**config.mk**
```make
export PLATFORM = sky130hd
export DESIGN_NAME = jogo_timeout_unidade_controle
export DESIGN_NICKNAME = d
export VERILOG_FILES = /design/src/rtl/jogo_timeout_unidade_controle_pkg.sv /design/src/rtl/jogo_timeout_unidade_controle_edge_detector.sv /design/src/rtl/jogo_timeout_unidade_controle.sv
export SDC_FILE = /design/constraint.sdc
export NUM_CORES = 1
export LEC_CHECK = 0
export ABC_CLOCK_PERIOD_IN_PS = 2110
export CAP_MARGIN = 20
export CORE_MARGIN = 1
export CORE_UTILIZATION = 30
export CTS_CLUSTER_SIZE = 28
export DETAILED_ROUTE_END_ITERATION = 12
export PLACE_DENSITY = 0.61
export SYNTH_ARGS = -nofsm -noshare
export SYNTH_HDL_FRONTEND = slang
export SYNTH_SLANG_ARGS = --single-unit
```
**constraint.sdc**
```tcl
create_clock -name clock -period 2.11 [get_ports clock]
set_input_delay 0.3165 -clock clock [delete_from_list [all_inputs] [get_ports clock]]
set_output_delay 0.3165 -clock clock [all_outputs]
set_load 0.01 [all_outputs]
```
**src/rtl/jogo_timeout_unidade_controle_pkg.sv**
```systemverilog
// State codes shared by the memory-game control unit and the hex-display decoder.
// The encoding is the debug code shown on db_estado.
package jogo_timeout_unidade_controle_pkg;

  typedef enum logic [3:0] {
    INICIAL     = 4'h0,
    PREPARACAO  = 4'h1,
    ESPERA      = 4'h2,
    REGISTRA    = 4'h4,
    COMPARACAO  = 4'h5,
    PROXIMO     = 4'h6,
    FIM_TIMEOUT = 4'hC,
    VITORIA     = 4'hD,
    DERROTA     = 4'hE
  } estado_t;

  localparam logic [3:0] DB_ILEGAL = 4'hF;

  function automatic logic estado_terminal(input estado_t e);
    return (e == VITORIA) || (e == DERROTA) || (e == FIM_TIMEOUT);
  endfunction

endpackage

```
**src/rtl/jogo_timeout_unidade_controle_edge_detector.sv**
```systemverilog
// Rising-edge detector for the player button: one-cycle pulso per low-to-high transition.
// A level already high when reset is released is absorbed during the first cycle.
module edge_detector (
  input  logic clock,
  input  logic reset,
  input  logic sinal,
  output logic pulso
);

  logic sinal_q;

  always_ff @(posedge clock or negedge reset) begin
    if (!reset) sinal_q <= 1'b0;
    else        sinal_q <= sinal;
  end

  assign pulso = sinal & ~sinal_q;

endmodule

```
**src/rtl/jogo_timeout_unidade_controle.sv**
```systemverilog
// Memory-game control unit with player-paced moves and a per-move idle timeout.
// Moore FSM driving the counter/register/comparator datapath plus a 4-bit debug code.
module jogo_timeout_unidade_controle
  import jogo_timeout_unidade_controle_pkg::*;
#(
  parameter int TIMEOUT_CYCLES = 5000
) (
  input  logic       clock,
  input  logic       reset,
  input  logic       iniciar,
  input  logic       jogada,
  input  logic       fimC,
  input  logic       igual,
  output logic       zeraC,
  output logic       contaC,
  output logic       zeraR,
  output logic       registraR,
  output logic       pronto,
  output logic       acertou,
  output logic       errou,
  output logic       timeout,
  output logic [3:0] db_estado
);

  localparam int TW = (TIMEOUT_CYCLES > 1) ? $clog2(TIMEOUT_CYCLES) : 1;
  localparam logic [TW-1:0] TMR_LAST = TW'(TIMEOUT_CYCLES - 1);

  estado_t       estado, proximo;
  logic [TW-1:0] tmr;
  logic          jogada_edge;

  edge_detector u_edge (
    .clock (clock),
    .reset (reset),
    .sinal (jogada),
    .pulso (jogada_edge)
  );

  always_ff @(posedge clock or negedge reset) begin
    if (!reset) estado <= INICIAL;
    else        estado <= proximo;
  end

  // Timer only runs in ESPERA; the FSM leaves ESPERA on TMR_LAST, so it never wraps.
  always_ff @(posedge clock or negedge reset) begin
    if (!reset)                  tmr <= '0;
    else if (estado != ESPERA)   tmr <= '0;
    else if (tmr != TMR_LAST)    tmr <= tmr + TW'(1);
  end

  always_comb begin
    proximo = INICIAL;
    case (estado)
      INICIAL:    proximo = iniciar ? PREPARACAO : INICIAL;
      PREPARACAO: proximo = ESPERA;
      // A move arriving on the terminal-count cycle takes priority over the timeout.
      ESPERA: begin
        if (jogada_edge)          proximo = REGISTRA;
        else if (tmr == TMR_LAST) proximo = FIM_TIMEOUT;
        else                      proximo = ESPERA;
      end
      REGISTRA:   proximo = COMPARACAO;
      COMPARACAO: begin
        if (!igual)     proximo = DERROTA;
        else if (fimC)  proximo = VITORIA;
        else            proximo = PROXIMO;
      end
      PROXIMO:    proximo = ESPERA;
      VITORIA, DERROTA, FIM_TIMEOUT:
                  proximo = iniciar ? PREPARACAO : estado;
      default:    proximo = INICIAL;
    endcase
  end

  always_comb begin
    zeraC     = 1'b0;
    zeraR     = 1'b0;
    contaC    = 1'b0;
    registraR = 1'b0;
    acertou   = 1'b0;
    errou     = 1'b0;
    timeout   = 1'b0;
    pronto    = estado_terminal(estado);
    db_estado = DB_ILEGAL;
    case (estado)
      INICIAL, PREPARACAO: begin
        zeraC     = 1'b1;
        zeraR     = 1'b1;
        db_estado = estado;
      end
      ESPERA, COMPARACAO: db_estado = estado;
      REGISTRA: begin
        registraR = 1'b1;
        db_estado = estado;
      end
      PROXIMO: begin
        contaC    = 1'b1;
        db_estado = estado;
      end
      VITORIA: begin
        acertou   = 1'b1;
        db_estado = estado;
      end
      DERROTA: begin
        errou     = 1'b1;
        db_estado = estado;
      end
      FIM_TIMEOUT: begin
        errou     = 1'b1;
        timeout   = 1'b1;
        db_estado = estado;
      end
      default: db_estado = DB_ILEGAL;
    endcase
  end

endmodule

```
# Word-level counts from Yosys, hierarchy flattened
# Cells that the tools add are included.
[totals] register_bits=18 in_bits=6 wordCells=43
[classes] add_sub_neg=1 eq_ne=12 mux=16 n_bitwise=2 reduce_logical=9
[op_table] op="2-to-1 mux 13 bit" n=2
[op_table] op="2-to-1 mux 4 bit" n=6
[op_table] op="case mux 4 bit (6 select lines)" n=1
[op_table] op="adder 13 x 1 -> 13 bit (second input constant)" n=1
[op_table] op="equality test 13 bit (second input constant)" n=1
[op_table] op="!= test 13 bit (second input constant)" n=1
[op_table] op="equality test 4 x 3 -> 1 bit (second input constant)" n=3
[op_table] op="equality test 4 bit (second input constant)" n=3
[op_table] op="OR reduction 9 bit" n=1
[op_table] op="2-to-1 mux 1 bit" n=7
[op_table] op="OR reduction 2 bit" n=3
[op_table] op="equality test 4 x 1 -> 1 bit (second input constant)" n=1
[op_table] op="equality test 4 x 2 -> 1 bit (second input constant)" n=1
[op_table] op="zero test 4 bit" n=1
[op_table] op="!= test 4 x 2 -> 1 bit (second input constant)" n=1
[op_table] op="OR reduction 3 bit" n=1
[op_table] op="logical OR 1 bit" n=2
[op_table] op="!= test 2 bit (second input constant)" n=1
[op_table] op="nonzero test 2 bit" n=1
[op_table] op="AND 1 bit" n=1
[op_table] op="inverter 1 bit" n=1

# Longest topological paths before layout
[logic_depth] word_depth=4 ltp_mapped=5 depth_no_buf=5

# Cells and area by module
# A second synthesis with hierarchy kept.
[unflattened] hier_cells=123 area_unflattened_um2=1099.8
[modules_own_cells] module="jogo_timeout_unidade_controle" n_inst=1 cells_per_inst=121 area_each_um2=1061.0 seq_area_each_um2=425.4
[modules_own_cells] module="edge_detector" n_inst=1 cells_per_inst=2 area_each_um2=38.8 seq_area_each_um2=25.0

# Least setup slack after synthesis
# OpenSTA, ideal clock, no wires.
[synth_timing] path_type="register to output" startpoint="reg estado[3]" endpoint="out zeraR" arrival_ps=1092 required_ps=1794 setup_slack_ps=702 path_stages_with_launch=4 n_path_buf=2 cell_sequence="dfrtp_1 clkbuf_1 nor3_1 buf_4"
[synth_between] elab_chain_cells=3
[synth_rtl] element="start, declared" line="jogo_timeout_unidade_controle.sv:28" text="estado_t estado, proximo;"
[synth_rtl] element="start signal, assigned" line="jogo_timeout_unidade_controle.sv:41" text="else estado <= proximo;"
[synth_rtl] element="equality test 4 x 1 -> 1 bit / zero test 4 bit (equally long branches)"
[synth_rtl] element="OR reduction 2 bit (*)"
[synth_rtl] element="2-to-1 mux 1 bit (*)"
[synth_rtl] element="end, declared" line="jogo_timeout_unidade_controle.sv:16" text="output logic zeraR,"
# Every way passes the cells marked *; elsewhere a longest branch is shown, timed or not.

# Final worst setup path
[layout_timing] startpoint="reg estado[1]" endpoint="out contaC"
[layout_between] elab_chain_cells=2
[layout_rtl] element="equality test 4 x 3 -> 1 bit" line="jogo_timeout_unidade_controle.sv:85" text="case (estado)"
[layout_rtl] element="2-to-1 mux 1 bit" line="jogo_timeout_unidade_controle.sv:85"
[layout_rtl] element="end, declared" line="jogo_timeout_unidade_controle.sv:15" text="output logic contaC,"
# No other way between the ends.

==> results.cfg <==
[floorplan]
ioPinCount = 18
fp-row-count = 20
core_area_mm2 = 0.00313
start_util_pct = 32.2
dieWidth_um = 59.9
die_area_mm2 = 0.00359
die_h_um = 59.9

[sta]
setup_viol = 0
clock.fmax_mhz = 499
timing.final.crit_period_ps = 2000
finalHoldViolations = 0
tightest_slew_ps = 287
maxSlewViolCount = 0
clock_skew_ps = 12.4
fin_crit_sh_pct = 95.0
relSlewSlack_pct = 80.8
timing.setup.tns_ps = 0

[placement]
port_buffers = 17
gp_congestion = 0.859
dpl.hpwl_mm = 1.53

[worst_setup_path]
crit_fanout = 10
cp_data_arrival_time_ps = 1690
slowest_stage = clkdlybuf4s50_1
slowest_delay_ps = 540
path_delay_family = buffers and inverters
startpoint_type = register
criticalPathCategory = reg2out
cp-end-kind = output pin
r2r_slack_ps = 580
crit_chain = nor2b_2 -> nor2b_1 -> clkdlybuf4s50_1
cp_data_required_time_ps = 1790
worst-path-buf-inv = 1

[final_layout]
fin_util_pct = 40.6
area_growth_pct = 26.0
drive_gt1_share_pct = 9.92
layout_common_cells = nor2_1, dfrtp_1, clkdlybuf4s50_1
nNetsFinal = 139
antennaDiodeCount = 0

[clock_network]
cts_sinks = 18
cts_made_buffers = 3
clk_latency_ps = 290
postCtsHoldBufs = 0
cts-root-buf = clkbuf_4
clockBufferDepth = 2
cts_tree = built
post_cts_buffers = 0
htree_num_levels = 1
clk_pin_slew_ps = 110

[logic_synthesis]
synth_cells = 113
syn_nets = 120
synth_area_mm2 = 0.00101
ys_types = 33
synth_top_cell_area_share_pct = 44.7
postSynth.asyncResetShare_pct = 100
yosys.area.top_type = dfrtp_1
synth_edf_count = 0
ys.flop_type = dfrtp_1
synth-seq-area-share_pct = 44.7
synth-warning-count = 0
synth_area_leaders = dfrtp_1, nor2_1, nand2_1
ys_ff_latch = 18
avgSynthCellArea_um2 = 8.91

[power]
p_int_mw = 0.703
p_clk_share_pct = 19.4
swShare_pct = 34.3
max-vdd-ir-drop_uv = 475
netSwitchingPower_mw = 0.367
pwr-share-comb_pct = 37.8
seqPwrFrac_pct = 42.8
power_density_mw_per_mm2 = 844
p_leak_nw = 0.565

[grt]
antenna_found_initial = 0
grt_pass1_vias = 846
grt_use_total_pct = 13.7
grt_max_degree = 19
grt_pass1_wl_mm = 3.68
overflow = 0

[detailed_routing]
drc = 0
drtIter0Drc = 17
vias = 843
dr.pass1.iters = 4
viasPerCell = 4.82
wire_per_inst_um = 11.9
wl_mm = 2.08
final_antenna_net_count = 0

[outcome]
outcome = completed

[job]
maxCapViolCount = 0

[hold_path]
hold_class = in2async
## sequential cells by signal, summed over array words and instances, names as in the netlist
signal / count
tmr: 13
estado: 4
u_edge.sinal_q: 1
## routing by layer
layer	GRT usage (%)	vias up	wire length, um
met3	4.11	2	104
li1	-	429	-
met5	0	-	0
met4	3.99	0	19
met2	22.5	19	979
met1	17.3	393	978
## power groups by stage
stage	clock network (mW)	registers [mW]	logic [mW]
floorplan	0	0.410	0.282
global placement	0	0.452	0.401
detailed placement	0	0.457	0.408
CTS	0.217	0.454	0.410
global route	0.238	0.468	0.450
finish	0.208	0.458	0.405
## cell usage after synthesis, types with 2 or more instances
| cell | number |
|---|---|
| a21oi_1 | 7 |
| and3_1 | 2 |
| buf_2 | 3 |
| dfrtp_1 | 18 |
| inv_1 | 2 |
| nand2_1 | 13 |
| nand2b_1 | 6 |
| nand3_1 | 5 |
| nand4_1 | 2 |
| nor2_1 | 15 |
| nor2b_1 | 4 |
| nor3_1 | 6 |
| nor3b_1 | 2 |
| o21ai_0 | 2 |
| or3_1 | 2 |
| xnor2_1 | 3 |
| xor2_1 | 5 |
## per-stage QoR
stage               total power [mW]  cell area [um2]  hold slack [ps]  setup slack (ps)  std cells
finish                          1.07             1270              338               106        175
global route                    1.16             1270              338             -7.78        175
CTS                             1.08             1260              337              44.1        175
detailed placement             0.865             1220              533               327        171
global placement               0.853             1220              526               360        171
floorplan                      0.692             1010             20.9               702        113
## worst paths after layout
| kind | startpoint | endpoint | depth (start not counted) |
|---|---|---|---|
| worst max register to register | tmr[0] | estado[1] | 4 |
| min in group clock | jogada | u_edge.sinal_q | 1 |
| worst min register to register | tmr[12] | tmr[12] | 2 |
| max in group asynchronous | reset | estado[0] | 2 |
| worst min-delay path | reset | tmr[12] | 2 |
| worst max-delay path | estado[1] | contaC | 3 |
## what timing repair did
| item | 4_1_cts | 5_1_grt |
|---|---|---|
| endpoints found under the setup margin | 1 | 5 |
| gates resized for setup | 1 | 5 |
| endpoints found under the hold margin | 0 | 0 |
## area by class of cell
type	count	area, um2
fill	321	1860
inverter	2	7.51
timing repair buffer	19	190
tap	44	55.1
clock buffer	4	36.3
sequential	18	454
multi-input combinational	88	526
## logic make-up after synthesis
| family | count (synthesis) | share of synthesized area, % |
|---|---|---|
| and+or+nand+nor | 61 | 31.7 |
| DFF | 18 | 44.7 |
| AOI/OAI and AO/OA | 17 | 11.1 |
| xor gates and xnor gates | 8 | 6.96 |
| buffers and inverters | 7 | 3.35 |
| muxes | 1 | 0.994 |
| adders and majority gates | 1 | 1.24 |
(Power assumes the default switching activity.)
